===== src/rtl/lcd_ctrl_if.sv =====
// Select/strobe bundle between lcd_ctrl (master) and the LCD datapath and pins (slave).
// hold/reinit flow into the controller; everything else flows out of it.
interface lcd_ctrl_if;
  logic       hold;
  logic       reinit;
  logic [1:0] init_set;
  logic [3:0] mux_sel;
  logic       data_sel;
  logic       DB_sel;
  logic       lcd_rs;
  logic       lcd_rw;
  logic       lcd_e;
  logic       frame_done;
  logic       init_done;

  modport master (
    input  hold, reinit,
    output init_set, mux_sel, data_sel, DB_sel,
    output lcd_rs, lcd_rw, lcd_e, frame_done, init_done
  );

  modport slave (
    output hold, reinit,
    input  init_set, mux_sel, data_sel, DB_sel,
    input  lcd_rs, lcd_rw, lcd_e, frame_done, init_done
  );
endinterface


===== src/rtl/lcd_ctrl.sv =====
// HD44780 16x2 sequencer: power-up wait, 4-command init, then 0xC0 + 16 chars per frame.
// Optional LCD_CTRL_REINIT_EN: honour the reinit request to rerun init without power-up wait.
module lcd_ctrl #(
  parameter int PWRUP_CYC    = 750000,
  parameter int E_HIGH_CYC   = 12,
  parameter int CMD_WAIT_CYC = 2000,
  parameter int CLR_WAIT_CYC = 82000,
  parameter int REFRESH_CYC  = 2500000
) (
  input  logic       clk,
  input  logic       rst_n,
  lcd_ctrl_if.master bus
);

  localparam int MAX_A   = (PWRUP_CYC > REFRESH_CYC) ? PWRUP_CYC : REFRESH_CYC;
  localparam int MAX_B   = (CLR_WAIT_CYC > CMD_WAIT_CYC) ? CLR_WAIT_CYC : CMD_WAIT_CYC;
  localparam int MAX_C   = (MAX_A > MAX_B) ? MAX_A : MAX_B;
  localparam int MAX_CYC = (MAX_C > E_HIGH_CYC) ? MAX_C : E_HIGH_CYC;
  // One spare bit so the terminal compare never sits at the top of the range.
  localparam int CNT_W   = $clog2(MAX_CYC + 1) + 1;

  typedef enum logic [2:0] {ST_PWRUP, ST_INIT, ST_ADDR, ST_CHAR, ST_GAP} state_t;
  typedef enum logic [1:0] {PH_SETUP, PH_PULSE, PH_SETTLE} phase_t;

  state_t           state_reg;
  phase_t           phase_reg;
  logic [CNT_W-1:0] cnt_reg;
  logic [1:0]       init_set_reg;
  logic [3:0]       mux_sel_reg;
  logic             data_sel_reg;
  logic             db_sel_reg;
  logic             rs_reg;
  logic             e_reg;
  logic             init_end_reg;
  logic             frame_end_reg;
  logic             init_done_reg;
  logic             frame_done_reg;

  logic [CNT_W-1:0] settle_last;
  logic             settle_end;
  logic             reinit_req;
  logic             take_reinit;

  assign settle_last = (state_reg == ST_INIT && init_set_reg == 2'd3)
                     ? CNT_W'(CLR_WAIT_CYC - 1) : CNT_W'(CMD_WAIT_CYC - 1);
  assign settle_end  = (phase_reg == PH_SETTLE) && (cnt_reg == settle_last);

`ifdef LCD_CTRL_REINIT_EN
  logic reinit_pend_reg;

  assign reinit_req = reinit_pend_reg | (bus.reinit & (state_reg != ST_PWRUP));

  always_ff @(posedge clk or negedge rst_n) begin
    if (!rst_n) begin
      reinit_pend_reg <= 1'b0;
    end else if (take_reinit) begin
      reinit_pend_reg <= 1'b0;
    end else if (reinit_req) begin
      reinit_pend_reg <= 1'b1;
    end
  end
`else
  logic unused_reinit;
  assign unused_reinit = bus.reinit;
  assign reinit_req    = 1'b0;
`endif

  // Reinit is only taken on a write boundary so an in-flight E pulse is never cut short.
  assign take_reinit = reinit_req &
                       ((state_reg == ST_GAP) | ((state_reg != ST_PWRUP) & settle_end));

  always_ff @(posedge clk or negedge rst_n) begin
    if (!rst_n) begin
      state_reg      <= ST_PWRUP;
      phase_reg      <= PH_SETUP;
      cnt_reg        <= '0;
      init_set_reg   <= 2'd0;
      mux_sel_reg    <= 4'd0;
      data_sel_reg   <= 1'b0;
      db_sel_reg     <= 1'b0;
      rs_reg         <= 1'b0;
      e_reg          <= 1'b0;
      init_end_reg   <= 1'b0;
      frame_end_reg  <= 1'b0;
      init_done_reg  <= 1'b0;
      frame_done_reg <= 1'b0;
    end else begin
      init_end_reg   <= 1'b0;
      frame_end_reg  <= 1'b0;
      frame_done_reg <= frame_end_reg;
      if (init_end_reg) begin
        init_done_reg <= 1'b1;
      end

      if (take_reinit) begin
        state_reg     <= ST_INIT;
        phase_reg     <= PH_SETUP;
        cnt_reg       <= '0;
        e_reg         <= 1'b0;
        init_set_reg  <= 2'd0;
        mux_sel_reg   <= 4'd0;
        data_sel_reg  <= 1'b0;
        db_sel_reg    <= 1'b1;
        rs_reg        <= 1'b0;
        init_done_reg <= 1'b0;
      end else begin
        case (state_reg)
          ST_PWRUP: begin
            if (cnt_reg == CNT_W'(PWRUP_CYC - 1)) begin
              state_reg    <= ST_INIT;
              phase_reg    <= PH_SETUP;
              cnt_reg      <= '0;
              init_set_reg <= 2'd0;
              data_sel_reg <= 1'b0;
              db_sel_reg   <= 1'b1;
              rs_reg       <= 1'b0;
            end else begin
              cnt_reg <= cnt_reg + CNT_W'(1);
            end
          end

          // The gap counter saturates so a long hold does not restart the refresh wait.
          ST_GAP: begin
            if (cnt_reg == CNT_W'(REFRESH_CYC - 1)) begin
              if (!bus.hold) begin
                state_reg    <= ST_ADDR;
                phase_reg    <= PH_SETUP;
                cnt_reg      <= '0;
                data_sel_reg <= 1'b0;
                db_sel_reg   <= 1'b0;
                rs_reg       <= 1'b0;
              end
            end else begin
              cnt_reg <= cnt_reg + CNT_W'(1);
            end
          end

          default: begin
            case (phase_reg)
              PH_SETUP: begin
                phase_reg <= PH_PULSE;
                e_reg     <= 1'b1;
                cnt_reg   <= '0;
              end

              PH_PULSE: begin
                if (cnt_reg == CNT_W'(E_HIGH_CYC - 1)) begin
                  phase_reg <= PH_SETTLE;
                  e_reg     <= 1'b0;
                  cnt_reg   <= '0;
                end else begin
                  cnt_reg <= cnt_reg + CNT_W'(1);
                end
              end

              default: begin
                if (settle_end) begin
                  cnt_reg   <= '0;
                  phase_reg <= PH_SETUP;
                  // Selects only move here, between writes, never inside one.
                  case (state_reg)
                    ST_INIT: begin
                      if (init_set_reg == 2'd3) begin
                        state_reg    <= ST_ADDR;
                        data_sel_reg <= 1'b0;
                        db_sel_reg   <= 1'b0;
                        rs_reg       <= 1'b0;
                        init_end_reg <= 1'b1;
                      end else begin
                        init_set_reg <= init_set_reg + 2'd1;
                      end
                    end
                    ST_ADDR: begin
                      state_reg    <= ST_CHAR;
                      mux_sel_reg  <= 4'd0;
                      data_sel_reg <= 1'b1;
                      db_sel_reg   <= 1'b1;
                      rs_reg       <= 1'b1;
                    end
                    default: begin
                      if (mux_sel_reg == 4'd15) begin
                        state_reg     <= ST_GAP;
                        mux_sel_reg   <= 4'd0;
                        data_sel_reg  <= 1'b0;
                        db_sel_reg    <= 1'b0;
                        rs_reg        <= 1'b0;
                        frame_end_reg <= 1'b1;
                      end else begin
                        mux_sel_reg <= mux_sel_reg + 4'd1;
                      end
                    end
                  endcase
                end else begin
                  cnt_reg <= cnt_reg + CNT_W'(1);
                end
              end
            endcase
          end
        endcase
      end
    end
  end

  assign bus.init_set   = init_set_reg;
  assign bus.mux_sel    = mux_sel_reg;
  assign bus.data_sel   = data_sel_reg;
  assign bus.DB_sel     = db_sel_reg;
  assign bus.lcd_rs     = rs_reg;
  assign bus.lcd_rw     = 1'b0;
  assign bus.lcd_e      = e_reg;
  assign bus.frame_done = frame_done_reg;
  assign bus.init_done  = init_done_reg;

endmodule


===== src/flat_wrapper.sv =====
// flat-port wrapper written by rule: the top's interface ports become plain ports
module lcd_ctrl_flat 
#(
  parameter int PWRUP_CYC    = 750000,
  parameter int E_HIGH_CYC   = 12,
  parameter int CMD_WAIT_CYC = 2000,
  parameter int CLR_WAIT_CYC = 82000,
  parameter int REFRESH_CYC  = 2500000
)
  (clk, rst_n, bus_hold, bus_reinit, bus_init_set, bus_mux_sel, bus_data_sel, bus_DB_sel, bus_lcd_rs, bus_lcd_rw, bus_lcd_e, bus_frame_done, bus_init_done);
  lcd_ctrl_if bus_i ();
  input  logic clk;
  input  logic rst_n;
  input wire logic [$bits(bus_i.hold)-1:0] bus_hold;
  input wire logic [$bits(bus_i.reinit)-1:0] bus_reinit;
  output wire logic [$bits(bus_i.init_set)-1:0] bus_init_set;
  output wire logic [$bits(bus_i.mux_sel)-1:0] bus_mux_sel;
  output wire logic [$bits(bus_i.data_sel)-1:0] bus_data_sel;
  output wire logic [$bits(bus_i.DB_sel)-1:0] bus_DB_sel;
  output wire logic [$bits(bus_i.lcd_rs)-1:0] bus_lcd_rs;
  output wire logic [$bits(bus_i.lcd_rw)-1:0] bus_lcd_rw;
  output wire logic [$bits(bus_i.lcd_e)-1:0] bus_lcd_e;
  output wire logic [$bits(bus_i.frame_done)-1:0] bus_frame_done;
  output wire logic [$bits(bus_i.init_done)-1:0] bus_init_done;
  assign bus_i.hold = bus_hold;
  assign bus_i.reinit = bus_reinit;
  assign bus_init_set = bus_i.init_set;
  assign bus_mux_sel = bus_i.mux_sel;
  assign bus_data_sel = bus_i.data_sel;
  assign bus_DB_sel = bus_i.DB_sel;
  assign bus_lcd_rs = bus_i.lcd_rs;
  assign bus_lcd_rw = bus_i.lcd_rw;
  assign bus_lcd_e = bus_i.lcd_e;
  assign bus_frame_done = bus_i.frame_done;
  assign bus_init_done = bus_i.init_done;
  lcd_ctrl #(.PWRUP_CYC(PWRUP_CYC), .E_HIGH_CYC(E_HIGH_CYC), .CMD_WAIT_CYC(CMD_WAIT_CYC), .CLR_WAIT_CYC(CLR_WAIT_CYC), .REFRESH_CYC(REFRESH_CYC)) u_core (.clk(clk), .rst_n(rst_n), .bus(bus_i));
endmodule

===== config.mk =====
export PLATFORM = sky130hd
export DESIGN_NAME = lcd_ctrl_flat
export DESIGN_NICKNAME = d
export VERILOG_FILES = /design/src/rtl/lcd_ctrl_if.sv /design/src/rtl/lcd_ctrl.sv /design/src/flat_wrapper.sv
export SDC_FILE = /design/constraint.sdc
export NUM_CORES = 1
export LEC_CHECK = 0
export CORE_ASPECT_RATIO = 1.1
export CORE_UTILIZATION = 50
export DETAILED_ROUTE_END_ITERATION = 8
export GPL_TIMING_DRIVEN = 1
export PLACE_DENSITY_LB_ADDON = 0.15
export SLEW_MARGIN = 30
export SYNTH_ARGS = -nofsm -noshare
export SYNTH_HDL_FRONTEND = slang
export SYNTH_SLANG_ARGS = --single-unit

===== constraint.sdc =====
create_clock -name clk -period 3.4 [get_ports clk]
set_input_delay 1.02 -clock clk [delete_from_list [all_inputs] [get_ports clk]]
set_output_delay 1.02 -clock clk [all_outputs]
set_load 0.01 [all_outputs]

==> results.yml, run 1 <==
run_status:
  outcome: "complete, no violations"
logic_synthesis:
  ys_warn_count: 0
  synth_edf_count: 0
  synth_area_leaders: "dfrtp_1 46%, nor2_1 6.9%, nand2_1 5.7%"
  syn_inst: 253
  syn-cell-area_mm2: 0.00223
  ys_seq_area_share_pct: 45.9
  async_flop_share_pct: 100
  ys_types: 38
  synthFlopType: "dfrtp_1"
  yosysTopAreaCellShare_pct: 45.9
  syn-num-nets: 260
  avgSynthCellArea_um2: 8.83
  synth-seq-cells: 41
  yosysTopAreaCell: "dfrtp_1"
  synth_top_cells_by_count: "41 x dfrtp_1, 41 x nor2_1, 34 x nand2_1, 19 x nand3_1, 16 x o21ai_0"
timing:
  grt_setup_unrepaired: "no"
  final.setup.worst_slack_ps: 695
  fmax_mhz: 370
  finalSetupViolations: 0
  fin_setup_tns_ps: 0
  skew_ps: 6.67
  relSlewSlack_pct: 53.0
  timing.hold.ws_ps: 354
  finalCritPeriodShare_pct: 79.6
  drv_slew: 0
  tightest_slew_ps: 698
  hold_viol: 0
  fin_crit_ps: 2710
global_route:
  grt_pass1_wl_um: 8250
  grt_max_degree: 42
  antenna_found_initial: 0
  track_usage_pct: 22.7
  grt_pass1_vias: 1870
  grt_overflow: 0
final_layout:
  finalNetCount: 277
  largest_reg_flops: 23
  utilization_pct: 59.7
  multi_input_area_mm2: 0.00114
  drive_gt1_share_pct: 7.38
  nFillCells: 407
  fin_area_mm2: 0.00256
  insertedDiodeCount: 0
  syn2layout_area_growth_pct: 14.5
  fin_cells: 325
  ff_latch_area_mm2: 0.00103
setup_path:
  worstSetupEndpointType: "flip-flop"
  worstSetupStartpointType: "flip-flop"
  worst-setup-path-type: "reg2reg"
  required_ps: 3640
  cp_data_arrival_time_ps: 2940
  worstPathMaxFanout: 6
  reg2reg_slack_ps: 690
clock_tree:
  cts_made_buffers: 5
  clkSinkCount: 41
  clkSlewWorstSetupHoldPaths_ps: 80
  clock_latency_ps: 300
  hold_buffers: 0
  cts-htree-levels: 2
  cts_tree: "done"
  clockBufferDepth: 2
  cts_root_buf: "clkbuf_8"
  cts-resized-gates: 0
  cts_setup_buffers: 0
job:
  drv_cap: 0
routing:
  routedWlPerCell_um: 14.1
  first_pass_iters: 4
  routed_wl_um: 4590
  post-route-drc-count: 0
  vias: 1865
  drtAntennaViolNets: 0
  drt-vias-per-instance: 5.74
  drt_iter0_markers: 139
placement:
  place.gp.congestion: 0.851
  dp_hpwl_um: 3300
  dpl_worst_slack_ps: 648
  dp.cells: 317
  numPortBuffers: 14
  postPlaceCellArea_mm2: 0.00242
power:
  p_leak_nw: 1.08
  irDropWorstVdd_uv: 367
  power_mw: 1.24
  power_density_mw_per_mm2: 483
floorplanning:
  ioPinCount: 17
  core_mm2: 0.00429
  initial_core_util_pct: 52.1
  die_x_um: 65.7
  die-area_mm2: 0.00474
  rows: 25
  die_y_um: 72.1
min_path:
  hp-class: "reg2reg"
==> worst paths after layout <==
| check | cells after the start | endpoint | start |
|---|---|---|---|
| worst max-delay path | 7 | u_core.bus.DB_sel | u_core.cnt_reg[0] |
| worst min-delay path | 0 | u_core.bus.frame_done | u_core.frame_end_reg |
| worst max register to register | 7 | u_core.bus.DB_sel | u_core.cnt_reg[0] |
| worst min register to register | 0 | u_core.bus.frame_done | u_core.frame_end_reg |
| max in group asynchronous | 1 | u_core.cnt_reg[12] | rst_n |
| min in group asynchronous | 1 | u_core.bus.lcd_e | rst_n |
==> kinds of logic (layout without fill, tap and decap cells) <==
logic type      count (synthesis)  count (layout)  share of synthesized area, %
simple gates                  132             132                          28.6
fa+ha+maj                       3               3                          1.68
compound gates                 41              41                          12.6
buf+inv                        15              33                          3.19
flops                          41              41                          45.9
xor+xnor                       20              20                          7.84
other cells                     1               1                         0.168
==> where the power goes <==
group,internal [mW],switching (mW)
clock,0.292,0.172
combinational,0.0675,0.0654
sequential,0.544,0.0962
==> placed cells by master (no fill, tap or decap), types with 6 or more instances in the layout <==
| master | synthesis | routed |
|---|---|---|
| a21oi_1 | 7 | 7 |
| and3_1 | 6 | 6 |
| clkdlybuf4s50_1 | 0 | 13 |
| dfrtp_1 | 41 | 41 |
| inv_1 | 7 | 7 |
| nand2_1 | 34 | 34 |
| nand3_1 | 19 | 19 |
| nor2_1 | 41 | 41 |
| nor3_1 | 8 | 8 |
| o21ai_0 | 16 | 16 |
| xnor2_1 | 8 | 8 |
| xor2_1 | 12 | 12 |
==> layer usage <==
metal	GRT usage, %	routed length, um	vias up
li1	-	-	923
met1	28.0	1990	894
met2	37.3	2290	35
met3	5.03	162	13
met4	11.1	142	0
met5	0	0	-
==> critical path: stages (launching register included) <==
cell and delay [ps]:
dfrtp_1 420, ha_1 270, nand4_1 200, or4_1 570
nor4_1 300, o21ai_0 320, a2111o_1 490, nand2_1 70
==> layout make-up <==
class	instances	area share (%)
repair buffers	18	6.55
inverters	7	1.03
well taps	54	2.64
multi-input cells	197	44.4
clock inverters	3	2.54
flip-flops and latches	41	40.1
clock buffers	5	2.69
Power figures use the tool's default switching activity.
==> run 2, diff against run 1 <==
clock period = 2.7 ns   (was 3.4 ns; I/O delays follow)
==> results.yml, run 2 (synthesized netlist as in run 1, its figures left out) <==
run_status:
  outcome: "complete, no violations"
clock_tree:
  cts-htree-levels: 2
  hold_buffers: 0
  clock_latency_ps: 300
  clkSinkCount: 41
  clockBufferDepth: 2
  cts_made_buffers: 5
  cts_root_buf: "clkbuf_8"
  cts_tree: "done"
  clkSlewWorstSetupHoldPaths_ps: 80
placement:
  dp_hpwl_um: 3530
  dpl_worst_slack_ps: 210
  postPlaceCellArea_mm2: 0.00248
  place.gp.congestion: 0.847
  numPortBuffers: 14
timing:
  timing.hold.ws_ps: 355
  finalCritPeriodShare_pct: 93.1
  skew_ps: 7.00
  hold_viol: 0
  final.setup.worst_slack_ps: 185
  tightest_slew_ps: 540
  relSlewSlack_pct: 63.9
  fin_setup_tns_ps: 0
  fin_crit_ps: 2510
  drv_slew: 0
  grt_setup_unrepaired: "no"
  fmax_mhz: 398
  finalSetupViolations: 0
routing:
  drtAntennaViolNets: 0
  routed_wl_um: 4680
  first_pass_iters: 4
  drt-vias-per-instance: 5.60
  vias: 1864
  post-route-drc-count: 0
  routedWlPerCell_um: 14.0
  drt_iter0_markers: 114
setup_path:
  crit_slowest_cell: "or3b_4"
  path_delay_family: "simple AND/OR/NAND/NOR gates"
  r2r_start: "u_core.bus.init_set[0]"
  reg2reg_slack_ps: 190
  worstPathMaxFanout: 19
  cpMostUsedCell: "nor2_1"
  cp_data_arrival_time_ps: 2700
  r2r_cells: 8
  cp_num_buf_inv: 1
  cp-startpoint: "u_core.bus.init_set[0]"
  worst-setup-path-type: "reg2reg"
  worstPathCellList: "ha_1, nand4bb_1, or3b_4, a2111oi_4, o22ai_2, nor2_1, buf_4, nor2_1"
  r2r_end: "u_core.cnt_reg[8]"
  worstSetupEndpointType: "flip-flop"
  slowest_delay_ps: 480
  worstSetupStartpointType: "flip-flop"
  required_ps: 2880
final_layout:
  nFillCells: 379
  fin_area_mm2: 0.00257
  insertedDiodeCount: 0
  final_cell_mix: "41 x nor2_1, 41 x dfrtp_1, 34 x nand2_1, 19 x nand3_1, 16 x o21ai_0"
  finalNetCount: 285
  largest_reg_flops: 23
  syn2layout_area_growth_pct: 15.2
  drive_gt1_share_pct: 10.4
job:
  drv_cap: 0
global_route:
  grt_pass1_wl_um: 8220
  grt_overflow: 0
  track_usage_pct: 22.8
  antenna_found_initial: 0
  grt_max_degree: 25
  grt_pass1_vias: 1798
min_path:
  hp-class: "reg2reg"
  hold_depth: 0
  min_to: "u_core.bus.frame_done"
  hold_start: "u_core.frame_end_reg"
floorplanning:
  core_mm2: 0.00429
  initial_core_util_pct: 52.1
  ioPinCount: 17
  rows: 25
  die_y_um: 72.1
  die_x_um: 65.7
  die-area_mm2: 0.00474
power:
  power_density_mw_per_mm2: 535
  p_leak_nw: 1.09
  irDropWorstVdd_uv: 361
  power_mw: 1.38
## run 2: cell types whose count changed in the layout (fill, tap and decap cells not counted), sizes merged
cell,before,now
bufinv,2,0
clkinv,1,2
buf,5,13
clkinvlp,0,1
## run 2: layout make-up
cell class                      instances  area [um^2]  area share (%)
Timing Repair Buffer                   26          225            8.75
Inverter                                7         26.3            1.02
Multi-Input combinational cell        197         1140            44.4
Clock inverter                          3         17.5           0.680
Tap cell                               54         67.6            2.62
Sequential cell                        41         1030            39.8
Clock buffer                            5         68.8            2.67
## run 2: worst reg2reg max path, cell delays in order, from the launching register on
cell,delay (ps)
dfrtp_1,400
ha_1,230
nand4bb_1,220
or3b_4,480
a2111oi_4,410
o22ai_2,160
nor2_1,170
buf_4,260
nor2_1,90
## run 2: report_power, final
group          switching (mW)  internal (mW)  total (mW)
logic                  0.0829         0.0871       0.170
clock network           0.217          0.178       0.396
registers               0.127          0.685       0.812
total                   0.427          0.950        1.38
## run 2: per-layer routing
metal  wire, um  track usage, %  part of all wire, %
met1       2140            28.7                   46
met2       2330            38.5                   50
met3        133            4.72                  2.8
met4         72            7.97                  1.5
met5          0               0                    0
## run 2: worst max-delay path by stage
stage	to	slack [ps]	depth (start not counted)
final	u_core.cnt_reg[8]	190	8
after global routing	u_core.cnt_reg[5]	10	8
after CTS	u_core.cnt_reg[8]	190	8
after detailed placement	u_core.cnt_reg[11]	210	8
after global placement	u_core.cnt_reg[10]	220	8
after floorplan	u_core.bus.mux_sel[3]	410	7
## run 2: per-stage QoR
step / instances / utilization, %
after CTS: 333 / 59.9
after floorplan: 253 / -
final: 333 / 60.1
after global placement: 325 / 57.9
after detailed placement: 325 / 57.9
after global routing: 333 / 60.1
## run 2: repair_timing
item	4_1_cts	5_1_grt
buffers inserted	0	0
resized for setup	0	1
endpoints found under the setup margin	0	19
==> run 3, diff against run 2 <==
REMOVE_ABC_BUFFERS = 1   (was unset)
==> results.yml, run 3 (synthesized netlist as in run 1, its figures left out) <==
run_status:
  outcome: "complete, no violations"
clock_tree:
  clkSinkCount: 41
  cts-resized-gates: 0
  cts_tree: "done"
  cts-htree-levels: 2
  clock_latency_ps: 300
  cts_root_buf: "clkbuf_8"
  clkSlewWorstSetupHoldPaths_ps: 80
  hold_buffers: 0
  clockBufferDepth: 2
  cts_setup_buffers: 0
  cts_made_buffers: 5
global_route:
  grt_overflow: 0
  track_usage_pct: 21.8
  grt_pass1_vias: 1723
  antenna_found_initial: 0
  grt_pass1_wl_um: 7710
  grt_max_degree: 20
setup_path:
  worstSetupStartpointType: "flip-flop"
  worstSetupEndpointType: "flip-flop"
  r2r_end: "u_core.cnt_reg[8]"
  worst-setup-path-type: "reg2reg"
  required_ps: 2880
  cp_data_arrival_time_ps: 2680
  r2r_cells: 8
  reg2reg_slack_ps: 200
  r2r_start: "u_core.bus.init_set[0]"
  worstPathCellList: "ha_1, nand4bb_1, or3b_4, a2111oi_4, o22ai_2, nor2_1, buf_4, nor2_1"
  cpMostUsedCell: "nor2_1"
  slowest_delay_ps: 480
  crit_slowest_cell: "or3b_4"
  worstPathMaxFanout: 19
power:
  p_leak_nw: 1.13
  power_density_mw_per_mm2: 598
  power_mw: 1.58
  irDropWorstVdd_uv: 440
timing:
  fin_crit_ps: 2500
  skew_ps: 5.40
  tightest_slew_ps: 551
  relSlewSlack_pct: 62.9
  grt_setup_unrepaired: "no"
  finalCritPeriodShare_pct: 92.6
  finalSetupViolations: 0
  drv_slew: 0
  hold_viol: 0
  fmax_mhz: 400
floorplanning:
  initial_core_util_pct: 52.1
  ioPinCount: 17
  die-area_mm2: 0.00474
  die_x_um: 65.7
  die_y_um: 72.1
  core_mm2: 0.00429
  rows: 25
placement:
  dp.cells: 326
  numPortBuffers: 14
  place.gp.congestion: 0.819
  dp_hpwl_um: 3490
routing:
  vias: 1882
  routedWlPerCell_um: 14.0
  drt-vias-per-instance: 5.60
  first_pass_iters: 4
  routed_wl_um: 4700
  drtAntennaViolNets: 0
  drt_iter0_markers: 179
  post-route-drc-count: 0
final_layout:
  drive_gt1_share_pct: 11.0
  ff_latch_area_mm2: 0.00103
  nFillCells: 387
  finalNetCount: 288
  multi_input_area_mm2: 0.00114
  insertedDiodeCount: 0
  final_cell_mix: "41 x nor2_1, 41 x dfrtp_1, 34 x nand2_1, 19 x nand3_1, 16 x o21ai_0"
  syn2layout_area_growth_pct: 18.1
  utilization_pct: 61.6
  fin_cells: 336
  largest_reg_flops: 23
job:
  drv_cap: 0
min_path:
  hp-class: "in2async"
==> run 3: cell types whose count changed in the layout (fill, tap and decap cells not counted), sizes merged <==
cell / before / now
buf: 13 / 16
bufinv: 0 / 2
clkinv: 2 / 1
clkinvlp: 1 / 0
==> run 3: how the worst max path moves through the flow <==
stage / startpoint / endpoint
final: u_core.bus.init_set[0] / u_core.cnt_reg[8]
after detailed placement: u_core.cnt_reg[8] / u_core.cnt_reg[8]
after floorplan: u_core.bus.init_set[0] / u_core.cnt_reg[2]
after global placement: u_core.bus.init_set[0] / u_core.cnt_reg[15]
after global routing: u_core.cnt_reg[15] / u_core.cnt_reg[8]
after CTS: u_core.cnt_reg[8] / u_core.cnt_reg[8]
==> run 3: final cells by class <==
type	instances	share of cell area, %
repair buffers	29	9.39
inverters	7	0.996
clock buffers	5	2.61
flip-flops and latches	41	38.9
multi-input cells	197	43.1
clock inverters	3	2.47
well taps	54	2.56
==> run 3: routing by layer <==
metal	routed length, um	vias to the layer above	track usage, %
met3	129	7	4.72
met1	2150	898	26.6
met2	2340	34	36.7
met4	76	0	9.42
li1	-	943	-
met5	0	-	0
==> run 3: metrics by stage <==
stage / setup slack (ps) / setup TNS [ps] / area (um^2) / hold WS [ps]
after floorplan: -73.0 / -812 / 2190 / 331
after global placement: 231 / 0 / 2490 / 333
after detailed placement: 220 / 0 / 2490 / 337
after CTS: 206 / 0 / 2620 / 327
after global routing: 43.4 / 0 / 2640 / 328
final: 201 / 0 / 2640 / 326
==> run 3: critical path, delay by kind of cell, from the launching register on <==
family,cells,cell delay [ps]
AOI/OAI and AO/OA,2,570
adders and majority gates,1,220
buffers and inverters,1,260
DFF,1,390
and+or+nand+nor,4,940
==> run 3: where the power goes <==
group          internal (mW)  switching [mW]
clock network          0.367           0.225
logic                 0.0875          0.0876
registers              0.685           0.125
